**config.mk**
```make
export PLATFORM = sky130hd
export DESIGN_NAME = branch_queue
export DESIGN_NICKNAME = d
export VERILOG_FILES = /design/src/rtl/branch_queue.sv
export SDC_FILE = /design/constraint.sdc
export NUM_CORES = 1
export LEC_CHECK = 0
export CORE_UTILIZATION = 52
export DETAILED_ROUTE_END_ITERATION = 8
export GPL_TIMING_DRIVEN = 1
export HOLD_SLACK_MARGIN = 0.03
export PLACE_DENSITY_LB_ADDON = 0.3
export RECOVER_POWER = 50
export REMOVE_ABC_BUFFERS = 1
export SLEW_MARGIN = 25
export SYNTH_ARGS = -nofsm -noshare
export SYNTH_HDL_FRONTEND = slang
export SYNTH_SLANG_ARGS = --single-unit
```
**constraint.sdc**
```tcl
create_clock -name clk -period 19.3 [get_ports clk]
set_clock_uncertainty 0.1 [all_clocks]
set_input_delay 3.86 -clock clk [delete_from_list [all_inputs] [get_ports clk]]
set_output_delay 3.86 -clock clk [all_outputs]
set_load 0.1 [all_outputs]
```
**src/rtl/branch_queue.sv**
```systemverilog
// branch_queue: circular queue of in-flight branches; checks predictions on resolve, raises a registered redirect, supports commit and squash.
//   clk/rst                  : clock, synchronous active-high reset
//   push_*                   : decode allocates one entry at the tail (push_bqid_o = slot), push_ready_o = not full
//   resolve_*                : branch unit outcome for an entry; mispredict_* is the registered redirect one cycle later
//   commit_valid_i           : retire head entry; head_valid_o / head_resolved_o report head status
//   squash_*                 : keep=1 drops everything younger than squash_bqid_i, keep=0 drops everything
module branch_queue #(
  parameter int DEPTH = 8,
  parameter int ID_W = 8,
  localparam int BQID_W = $clog2(DEPTH)
) (
  input  logic              clk,
  input  logic              rst,
  input  logic              push_valid_i,
  output logic              push_ready_o,
  input  logic [63:0]       push_pc_i,
  input  logic [ID_W-1:0]   push_id_i,
  input  logic              push_bp_taken_i,
  input  logic [63:0]       push_bp_pcnext_i,
  output logic [BQID_W-1:0] push_bqid_o,
  input  logic              resolve_valid_i,
  input  logic [BQID_W-1:0] resolve_bqid_i,
  input  logic              resolve_taken_i,
  input  logic [63:0]       resolve_target_i,
  output logic              mispredict_valid_o,
  output logic [ID_W-1:0]   mispredict_id_o,
  output logic [BQID_W-1:0] mispredict_bqid_o,
  output logic [63:0]       mispredict_pc_o,
  input  logic              commit_valid_i,
  output logic              head_valid_o,
  output logic              head_resolved_o,
  input  logic              squash_valid_i,
  input  logic              squash_keep_i,
  input  logic [BQID_W-1:0] squash_bqid_i
);
  localparam logic [BQID_W:0] full = (BQID_W+1)'(DEPTH);
  logic [BQID_W-1:0] head, tail, head_next, tail_next, keep_off, res_off;
  logic [BQID_W:0]   count, count_next;
  logic [DEPTH-1:0]  valid, resolved, valid_next, resolved_next, kill;
  logic [63:0]       pc_mem [DEPTH];
  logic [63:0]       pcnext_mem [DEPTH];
  logic [ID_W-1:0]   id_mem [DEPTH];
  logic [DEPTH-1:0]  taken_mem;
  logic              do_commit, do_push, res_killed, mis;
  assign push_ready_o = count != full;
  assign push_bqid_o = tail;
  assign head_valid_o = count != '0;
  assign head_resolved_o = resolved[head] && head_valid_o;
  // Entry ages are measured as distance from head so wrap-around compares correctly.
  // A full queue still takes a push when the head retires in the same cycle.
  always_comb begin
    do_commit = commit_valid_i && count != '0;
    do_push = push_valid_i && !squash_valid_i && (count != full || do_commit);
    head_next = head + BQID_W'(do_commit);
    keep_off = squash_bqid_i - head;
    res_off = resolve_bqid_i - head;
    res_killed = squash_valid_i && (!squash_keep_i || res_off > keep_off);
    mis = resolve_valid_i && valid[resolve_bqid_i] && !res_killed &&
          (resolve_taken_i != taken_mem[resolve_bqid_i] ||
           (resolve_taken_i && resolve_target_i != pcnext_mem[resolve_bqid_i]));
    kill = '0;
    for (int i = 0; i < DEPTH; i++)
      kill[i] = squash_valid_i && (!squash_keep_i || (BQID_W'(i) - head) > keep_off);
    valid_next = valid;
    resolved_next = resolved;
    if (resolve_valid_i && valid[resolve_bqid_i]) resolved_next[resolve_bqid_i] = 1'b1;
    if (do_commit) begin
      valid_next[head] = 1'b0;
      resolved_next[head] = 1'b0;
    end
    valid_next = valid_next & ~kill;
    resolved_next = resolved_next & ~kill;
    if (do_push) begin
      valid_next[tail] = 1'b1;
      resolved_next[tail] = 1'b0;
    end
    tail_next = squash_valid_i ? (squash_keep_i ? squash_bqid_i + BQID_W'(1) : head_next)
                               : tail + BQID_W'(do_push);
    count_next = squash_valid_i ? (squash_keep_i ? {1'b0, keep_off} + (BQID_W+1)'(1) - (BQID_W+1)'(do_commit) : '0)
                                : count + (BQID_W+1)'(do_push) - (BQID_W+1)'(do_commit);
  end
  always_ff @(posedge clk) begin
    if (rst) begin
      head <= '0;
      tail <= '0;
      count <= '0;
      valid <= '0;
      resolved <= '0;
      mispredict_valid_o <= 1'b0;
      mispredict_id_o <= '0;
      mispredict_bqid_o <= '0;
      mispredict_pc_o <= '0;
    end else begin
      head <= head_next;
      tail <= tail_next;
      count <= count_next;
      valid <= valid_next;
      resolved <= resolved_next;
      mispredict_valid_o <= mis;
      if (mis) begin
        mispredict_id_o <= id_mem[resolve_bqid_i];
        mispredict_bqid_o <= resolve_bqid_i;
        mispredict_pc_o <= resolve_taken_i ? resolve_target_i : pc_mem[resolve_bqid_i] + 64'd4;
      end
    end
  end
  always_ff @(posedge clk) begin
    if (do_push) begin
      pc_mem[tail] <= push_pc_i;
      pcnext_mem[tail] <= push_bp_pcnext_i;
      id_mem[tail] <= push_id_i;
      taken_mem[tail] <= push_bp_taken_i;
    end
  end
endmodule

```
# == Word-level counts from Yosys, hierarchy flattened ==
# Memories as Yosys holds them, arrays and structs flattened. A register that Yosys moved wholly into a read port is not among the register bits.
# Cells that the tools add are included.
# word_totals
ram_bits,1088
word_cells,118
n_memories,3
register_bits,102
out_inout_bits,82
# op_classes
n_bitwise,10
order_cmp,15
eq_ne,3
mux,25
addsub,18
reduce_logical,35
# mem_list
name,words,width,rd,rd_clocked_by_memory_dff,wr,line_no,source
pc_mem,8,64,1,0,1,40,logic [63:0] pc_mem [DEPTH];
pcnext_mem,8,64,1,0,1,41,logic [63:0] pcnext_mem [DEPTH];
id_mem,8,8,1,1,1,42,logic [ID_W-1:0] id_mem [DEPTH];
# ops
cell,count
$add A64 B3 Y64 const B,1
$mux W64,1
$ne A64 B64 Y1,1
$and A8 B8 Y8,5
$mux W8,5
$gt A3 B3 Y1,9
$not A8 Y8,3
$logic_and A1 B1 Y1,20
$or A8 B8 Y8,2
$lt A3 B4 Y1 const B,3
$sub A3 B3 Y3 const A,4
$logic_or A1 B1 Y1,11
$bmux W1 S3,3
$demux W1 S3,3
$ge A3 B1 Y1 const B,3
$bwmux W8,1
$mux W1,8
$mux W4,2
$sub A4 B1 Y4,2
$add A3 B1 Y3,2
$mux W3,2
$sub A1 B3 Y3 const A,2
$sub A2 B3 Y3 const A,2
$sub A3 B3 Y3,2
7 further kinds,9

# == Logic depth before layout (Yosys ltp) ==
# Gate-level depths: netlist (run 1).
# logic_depth
depth_word,11
mapped_depth,22
depth_no_buf,15

# == Worst setup path before layout (run 1) ==
# OpenSTA, ideal clock, no wires.
# synth_path
path_type,input port to flip-flop
startpoint,in commit_valid_i
endpoint,"mem id_mem[1][0], enable pin"
required_time_ps,18396
arrival_time_ps,14007
path_stages,4
path_slack_ps,4389
cell_sequence,nand2_1 -> a311oi_1 -> nand2_1 -> nor3_1
# synth_via
elab_chain_len,5
# synth_rtl
item,line_no,source
from (decl),29,"input logic commit_valid_i,"
$logic_and A1 B1 Y1,52,do_commit = commit_valid_i && count != '0;
$logic_or A1 B1 Y1,53,do_push = push_valid_i && !squash_valid_i && (count != full || do_commit);
$logic_and A1 B1 Y1,53,
$mux W1,108,if (do_push) begin
$mux W1 (implied by the code),111,id_mem[tail] <= push_id_i;
to (decl),42,
# Every way passes these cells.

# == Worst setup path in the final report (run 1) ==
# layout_path
startpoint,in squash_valid_i
endpoint,"mem pc_mem[5][28], enable pin"
# layout_via
elab_chain_len,5
# layout_rtl
item,line_no,source
from (decl),32,"input logic squash_valid_i,"
$logic_not A1 Y1,53,
$logic_and A1 B1 Y1 (2 in a row),53,
$mux W1,108,
$mux W1 (implied by the code),109,pc_mem[tail] <= push_pc_i;
to (decl),40,
# Every way passes these cells.

==> results_dict.tcl, run 1 <==
set metrics [dict create \
    num_rows 112 \
    grt_pass1_wl_um 208000 \
    nets 3526 \
    drc 0 \
    cts_buffers 116 \
    ys_async_sr_fraction_pct 0 \
    violations "max-capacitance violations, max-slew violations" \
    core_um2 93900 \
    worstPathArrival_ns 9.57 \
    fill_cells 6755 \
    relSlewSlack_pct -196 \
    synth_seq_cells 1198 \
    synth_cells 2989 \
    hold_path_class "flip-flop to flip-flop" \
    finalSetupViolations 0 \
    die_w_um 311 \
    clk_pin_slew_ns 0.06 \
    firstDrtPassIters 6 \
    start_util_pct 52.7 \
    grt_start_max_net_pins 140 \
    maxCapViolCount 2 \
    synth-main-ff-cell "edfxtp_1" \
    synth.distinct_cells 96 \
    worstSetupPathType "input port to flip-flop" \
    r2r_cells 9 \
    path_max_fanout 86 \
    rsz0062_at_grt "no" \
    clk_root_buffer_cell "clkbuf_16" \
    die-area_um2 96500 \
    worst_pin_slew_ns 4.44 \
    slew_viol_final 74 \
    rr_startpoint "count[2]" \
    status "finished with violations" \
    period_minus_slack_ns 9.36 \
    yosys_warnings 0 \
    drtAntennaViolNets 0 \
    drt_iter0_drc 4587 \
    place_hpwl_um 90900 \
    htree_levels 3 \
    postCtsHoldBufs 0 \
    min-delay-start "valid[3]" \
    ir_drop_mv 0.0747 \
    wl_per_cell_um 31.6 \
    multi_input_comb_area_um2 13400 \
    regArea_um2 35000 \
    synth_edf_count 1096 \
    cts_resized 0 \
    reg2reg_to "pc_mem[5][28]" \
    grt_overflow 0 \
    hold_viol_final 0 \
    hold_end "valid[3]" \
    syn_area_um2 49500 \
    clk_latency_ns 0.71 \
    grt_pass1_vias 29500 \
    whs_path_depth 2 \
    cts_tree "yes" \
    fmax_ghz 0.107 \
    required_ns 19.51 \
    vias_per_cell 6.56 \
    vias 30500 \
    clockBufferDepth 3 \
    reg2reg_setup_slack_ns 13.18 \
    startpoint_type "input port" \
    setup_tns_ns 0 \
    pre_cts_ws_ns 9.99 \
    avgSynthCellArea_um2 16.6 \
    grtUsageTotal_pct 29.8 \
    cts.sinks 1198 \
    wl_um 147000 \
    post_cts.repair.setup_buffers 0 \
    port_buffers 296 \
    ys_seq_area_share_pct 70.6 \
    gp_congestion 0.903 \
    drive_gt1_share_pct 13.3 \
    min_period_over_period_pct 48.5 \
    antenna_found_initial 42 \
    endpoint_kind "flip-flop" \
    fin_ws_ns 9.94 \
    fp.dieH_um 311 \
    power_leakage_uw 0.0191 \
    ios 297 \
    p_per_area_nw_per_um2 104 \
    areaGrowthSynthToFinish_pct 16.5 \
]
cell families (layout without fill, tap and decap cells):
logic type / after synthesis / in the layout / synth area share [%]
flops: 1198 / 1198 / 70.6
compound gates: 559 / 559 / 8.16
simple gates: 472 / 472 / 5.10
mux: 384 / 384 / 10.7
buf+inv: 229 / 612 / 2.53
xor+xnor: 109 / 109 / 1.93
fa+ha+maj: 38 / 38 / 0.995
other cells: 0 / 21 / 0
cells in the final DEF, fill, tap and decap left out, types with 21 or more instances in the layout:
cell type | synthesis | layout
inv_1 | 36 | 35
o22ai_1 | 34 | 34
nand4_1 | 21 | 21
a211oi_1 | 35 | 35
buf_4 | 29 | 55
mux2i_1 | 214 | 214
xnor2_1 | 73 | 73
nor4_1 | 31 | 31
o21ai_0 | 53 | 53
nor3_1 | 29 | 26
a21oi_1 | 116 | 116
dfxtp_1 | 102 | 102
a22oi_1 | 76 | 76
edfxtp_1 | 1096 | 1096
mux4_2 | 107 | 107
ha_1 | 33 | 33
diode_2 | 0 | 21
xor2_1 | 36 | 36
clkdlybuf4s50_1 | 0 | 115
nand2_1 | 123 | 123
nand2b_1 | 28 | 28
clkbuf_1 | 83 | 25
clkinv_1 | 2 | 23
nand3_1 | 31 | 31
nor2_1 | 88 | 80
dlygate4sd3_1 | 0 | 176
a221o_1 | 28 | 28
clkbuf_16 | 0 | 120
a221oi_1 | 55 | 55
mux2_2 | 55 | 55
worst max-delay path by stage:
stage	start	to	slack, ns	cells past startpoint
3_3_place_gp	resolve_bqid_i[0]	mispredict_pc_o[46]	10.05	12
4_1_cts	resolve_bqid_i[1]	mispredict_pc_o[9]	10.72	11
3_5_place_dp	resolve_bqid_i[1]	mispredict_pc_o[9]	9.99	11
2_1_floorplan	commit_valid_i	id_mem[1][0]	4.39	4
6_report	squash_valid_i	pc_mem[5][28]	9.94	6
5_1_grt	squash_valid_i	pc_mem[5][28]	9.82	6
registers in the layout, summed over array words and instances, names as in the netlist:
signal and count:
head 3, valid 8, pcnext_mem 512, id_mem 64
mispredict_bqid_o 3, count 4, resolved 8, push_bqid_o 3
pc_mem 512, taken_mem 8, mispredict_id_o 8, mispredict_pc_o 64
mispredict_valid_o 1
worst max-delay path: stages:
cell and delay [ns]:
dlygate4sd3_1 0.86, a311oi_1 0.64, nand2_1 0.36, nor2_4 0.17, clkbuf_1 3.08, buf_16 0.47
per-layer routing:
metal / vias to the layer above / global-route usage [%] / part of all wire [%] / wire, um
met1: 15400 / 39.9 / 37 / 54700
li1: 12600 / - / - / -
met2: 2003 / 46.7 / 47 / 68200
met3: 374 / 7.32 / 12 / 17100
met4: 26 / 12.7 / 4.4 / 6500
met5: - / 0 / 0.12 / 178
per-stage QoR:
step	hold slack, ns	total power [uW]	instance area, um^2	cells	utilization, %
final	0.398	6010	57700	4647	61.4
after global routing	0.421	6160	57700	4633	61.4
after CTS	0.398	6020	57600	4625	61.4
after detailed placement	0.381	3680	53600	4410	57.1
after global placement	0.370	3660	53600	4409	57.1
after floorplan	0.351	3390	48400	2799	-
power by group:
part	leakage, uW	switching [uW]	internal, uW
Sequential	0.0107	34.0	2910
Clock	0.00197	966	1420
Combinational	0.00643	455	228
Yosys cell counts, types with 12 or more instances:
library cell     n  area (um^2)
a211oi_1        35          263
a21oi_1        116          581
a221o_1         28          280
a221oi_1        55          482
a22o_1          17          149
a22oi_1         76          571
a31oi_1         18          113
and3_1          17          106
buf_1           13         48.8
buf_2           38          190
buf_4           29          218
buf_6           21          236
clkbuf_1        83          312
dfxtp_1        102         2040
edfxtp_1      1096        32900
ha_1            33          413
inv_1           36          135
mux2_2          55          619
mux2i_1        214         2140
mux4_2         107         2410
nand2_1        123          462
nand2b_1        28          175
nand3_1         31          155
nand4_1         21          131
nor2_1          88          330
nor2b_1         19          119
nor3_1          29          145
nor4_1          31          194
o2111ai_1       12          105
o21ai_0         53          265
o22ai_1         34          213
xnor2_1         73          639
xor2_1          36          315
area by class of cell:
| type | count | area share (%) |
|---|---|---|
| sequential | 1198 | 60.6 |
| clock inverter | 68 | 1.51 |
| multi-input combinational | 1562 | 23.3 |
| tap | 1254 | 2.72 |
| inverter | 39 | 0.258 |
| antenna | 21 | 0.0911 |
| clock buffer | 147 | 5.45 |
| timing repair buffer | 358 | 6.10 |
(Power assumes the default switching activity.)
==> run 2, diff against run 1 <==
clock period = 9.75 ns   (was 19.3 ns; I/O delays follow)
==> run 2 against run 1 <==
The run ends with design-rule violations, max-capacitance violations, max-slew violations left. Cell count fell by 0.30%. Sequential power rose by 98%. Power rose by 91%. Register-to-register slack got worse by 8.6 ns. Routed wire length fell by 1.5%. Critical endpoint is now mispredict_pc_o[36].
==> results_dict.tcl, run 2 (synthesized netlist as in run 1, its figures left out) <==
set metrics [dict create \
    power_leakage_uw 0.0188 \
    path_max_fanout 72 \
    worstSetupPathType "input port to flip-flop" \
    fp.dieH_um 311 \
    grt_start_max_net_pins 124 \
    fmax_ghz 0.148 \
    reg.largest.list "pc_mem (512), pcnext_mem (512)" \
    start_util_pct 52.7 \
    status "finished with violations" \
    worst_pin_slew_ns 2.32 \
    clk_latency_ns 0.71 \
    ios 297 \
    cts_tree "yes" \
    port_buffers 296 \
    clk_root_buffer_cell "clkbuf_16" \
    core_um2 93900 \
    fin_cells 4633 \
    firstDrtPassIters 8 \
    period_minus_slack_ns 6.75 \
    grt_pass1_wl_um 205000 \
    die_w_um 311 \
    grt_overflow 0 \
    slew_viol_final 100 \
    areaGrowthSynthToFinish_pct 15.6 \
    antenna_found_initial 39 \
    gp_congestion 0.905 \
    place_area_um2 53600 \
    p_per_area_nw_per_um2 200 \
    power_uw 11500 \
    vias_per_cell 6.51 \
    relSlewSlack_pct -54.4 \
    htree_levels 3 \
    layout_commonest_cell "edfxtp_1" \
    cts_resized 0 \
    cts.sinks 1198 \
    finalSetupViolations 0 \
    vias 30200 \
    drc 1 \
    cts_buffers 114 \
    worstPathArrival_ns 7.22 \
    post_cts.repair.setup_buffers 0 \
    min_period_over_period_pct 69.2 \
    grt_pass1_vias 29200 \
    hold_path_class "flip-flop to flip-flop" \
    placed_cells 4405 \
    postCtsHoldBufs 0 \
    startpoint_type "input port" \
    layout_common_cells "edfxtp_1 (1096), mux2i_1 (214), clkdlybuf4s50_1 (153)" \
    hold_viol_final 0 \
    rsz0062_at_grt "no" \
    num_rows 112 \
    drtAntennaViolNets 0 \
    maxCapViolCount 4 \
    drt_iter0_drc 3957 \
    required_ns 10.22 \
    clk_pin_slew_ns 0.06 \
    stdcell_area_um2 57200 \
    nets 3518 \
    die-area_um2 96500 \
    holdWs_ns 0.407 \
    grtUsageTotal_pct 29.3 \
    violations "design-rule violations, max-capacitance violations, max-slew violations" \
    endpoint_kind "flip-flop" \
    place_hpwl_um 89100 \
    wl_um 144000 \
    drive_gt1_share_pct 12.8 \
    wl_per_cell_um 31.2 \
    clockBufferDepth 3 \
    ir_drop_mv 0.152 \
]
[run 2: changes by cell type in the layout (fill, tap and decap cells not counted), moves of 4 or more]
cell / before / now
bufinv_16: 20 / 10
clkinvlp_4: 0 / 5
diode_2: 21 / 16
inv_6: 1 / 5
buf_4: 55 / 44
buf_12: 4 / 11
clkinv_2: 20 / 25
clkinv_1: 23 / 31
clkbuf_16: 120 / 114
dlygate4sd3_1: 176 / 138
clkdlybuf4s50_1: 115 / 153
[run 2: cell type report]
class | count | area, um^2
Sequential cell | 1198 | 35000
Timing Repair Buffer | 352 | 3520
Tap cell | 1254 | 1570
Clock inverter | 76 | 649
Antenna cell | 16 | 40.0
Fill cell | 6815 | 36700
Multi-Input combinational cell | 1562 | 13400
Clock buffer | 136 | 2950
Inverter | 39 | 149
[run 2: routing by layer]
layer,wire (um),part of all wire (%),track usage [%]
met5,145,0.10,0
met3,16300,11,6.54
met1,54800,38,40.0
met4,6220,4.3,12.8
met2,67000,46,45.5
[run 2: metrics by stage]
stage               utilization (%)  TNS [ns]  worst slack [ns]
global route                   60.9         0              2.68
CTS                            60.9         0              3.19
detailed placement             57.1         0              2.46
floorplan                         -   -895.16             -3.25
finish                         61.0         0              3.00
global placement               57.1         0              2.56
[run 2: worst paths after layout]
kind | startpoint | end | slack [ns] | cells after the start
worst max-delay path | resolve_bqid_i[0] | mispredict_pc_o[36] | 3.00 | 11
worst min-delay path | valid[0] | valid[0] | 0.41 | 2
worst max register to register | head[0] | mispredict_pc_o[46] | 4.61 | 11
worst min register to register | valid[0] | valid[0] | 0.41 | 2
[run 2: where the power goes]
| group | internal (uW) | switching, uW |
|---|---|---|
| combinational | 456 | 893 |
| clock | 2410 | 1890 |
| sequential | 5760 | 67.2 |
| total | 8630 | 2850 |
[run 2: worst max-delay path, stage by stage]
cell and delay [ns]:
buf_8 0.48, nor2b_4 0.99, buf_4 0.38, a32o_1 0.22, o311ai_0 0.27, or3_1 0.56, nand3b_1 0.80, nor4_1 0.57
xor2_1 0.54, o2111a_1 0.25, nor3_1 0.04
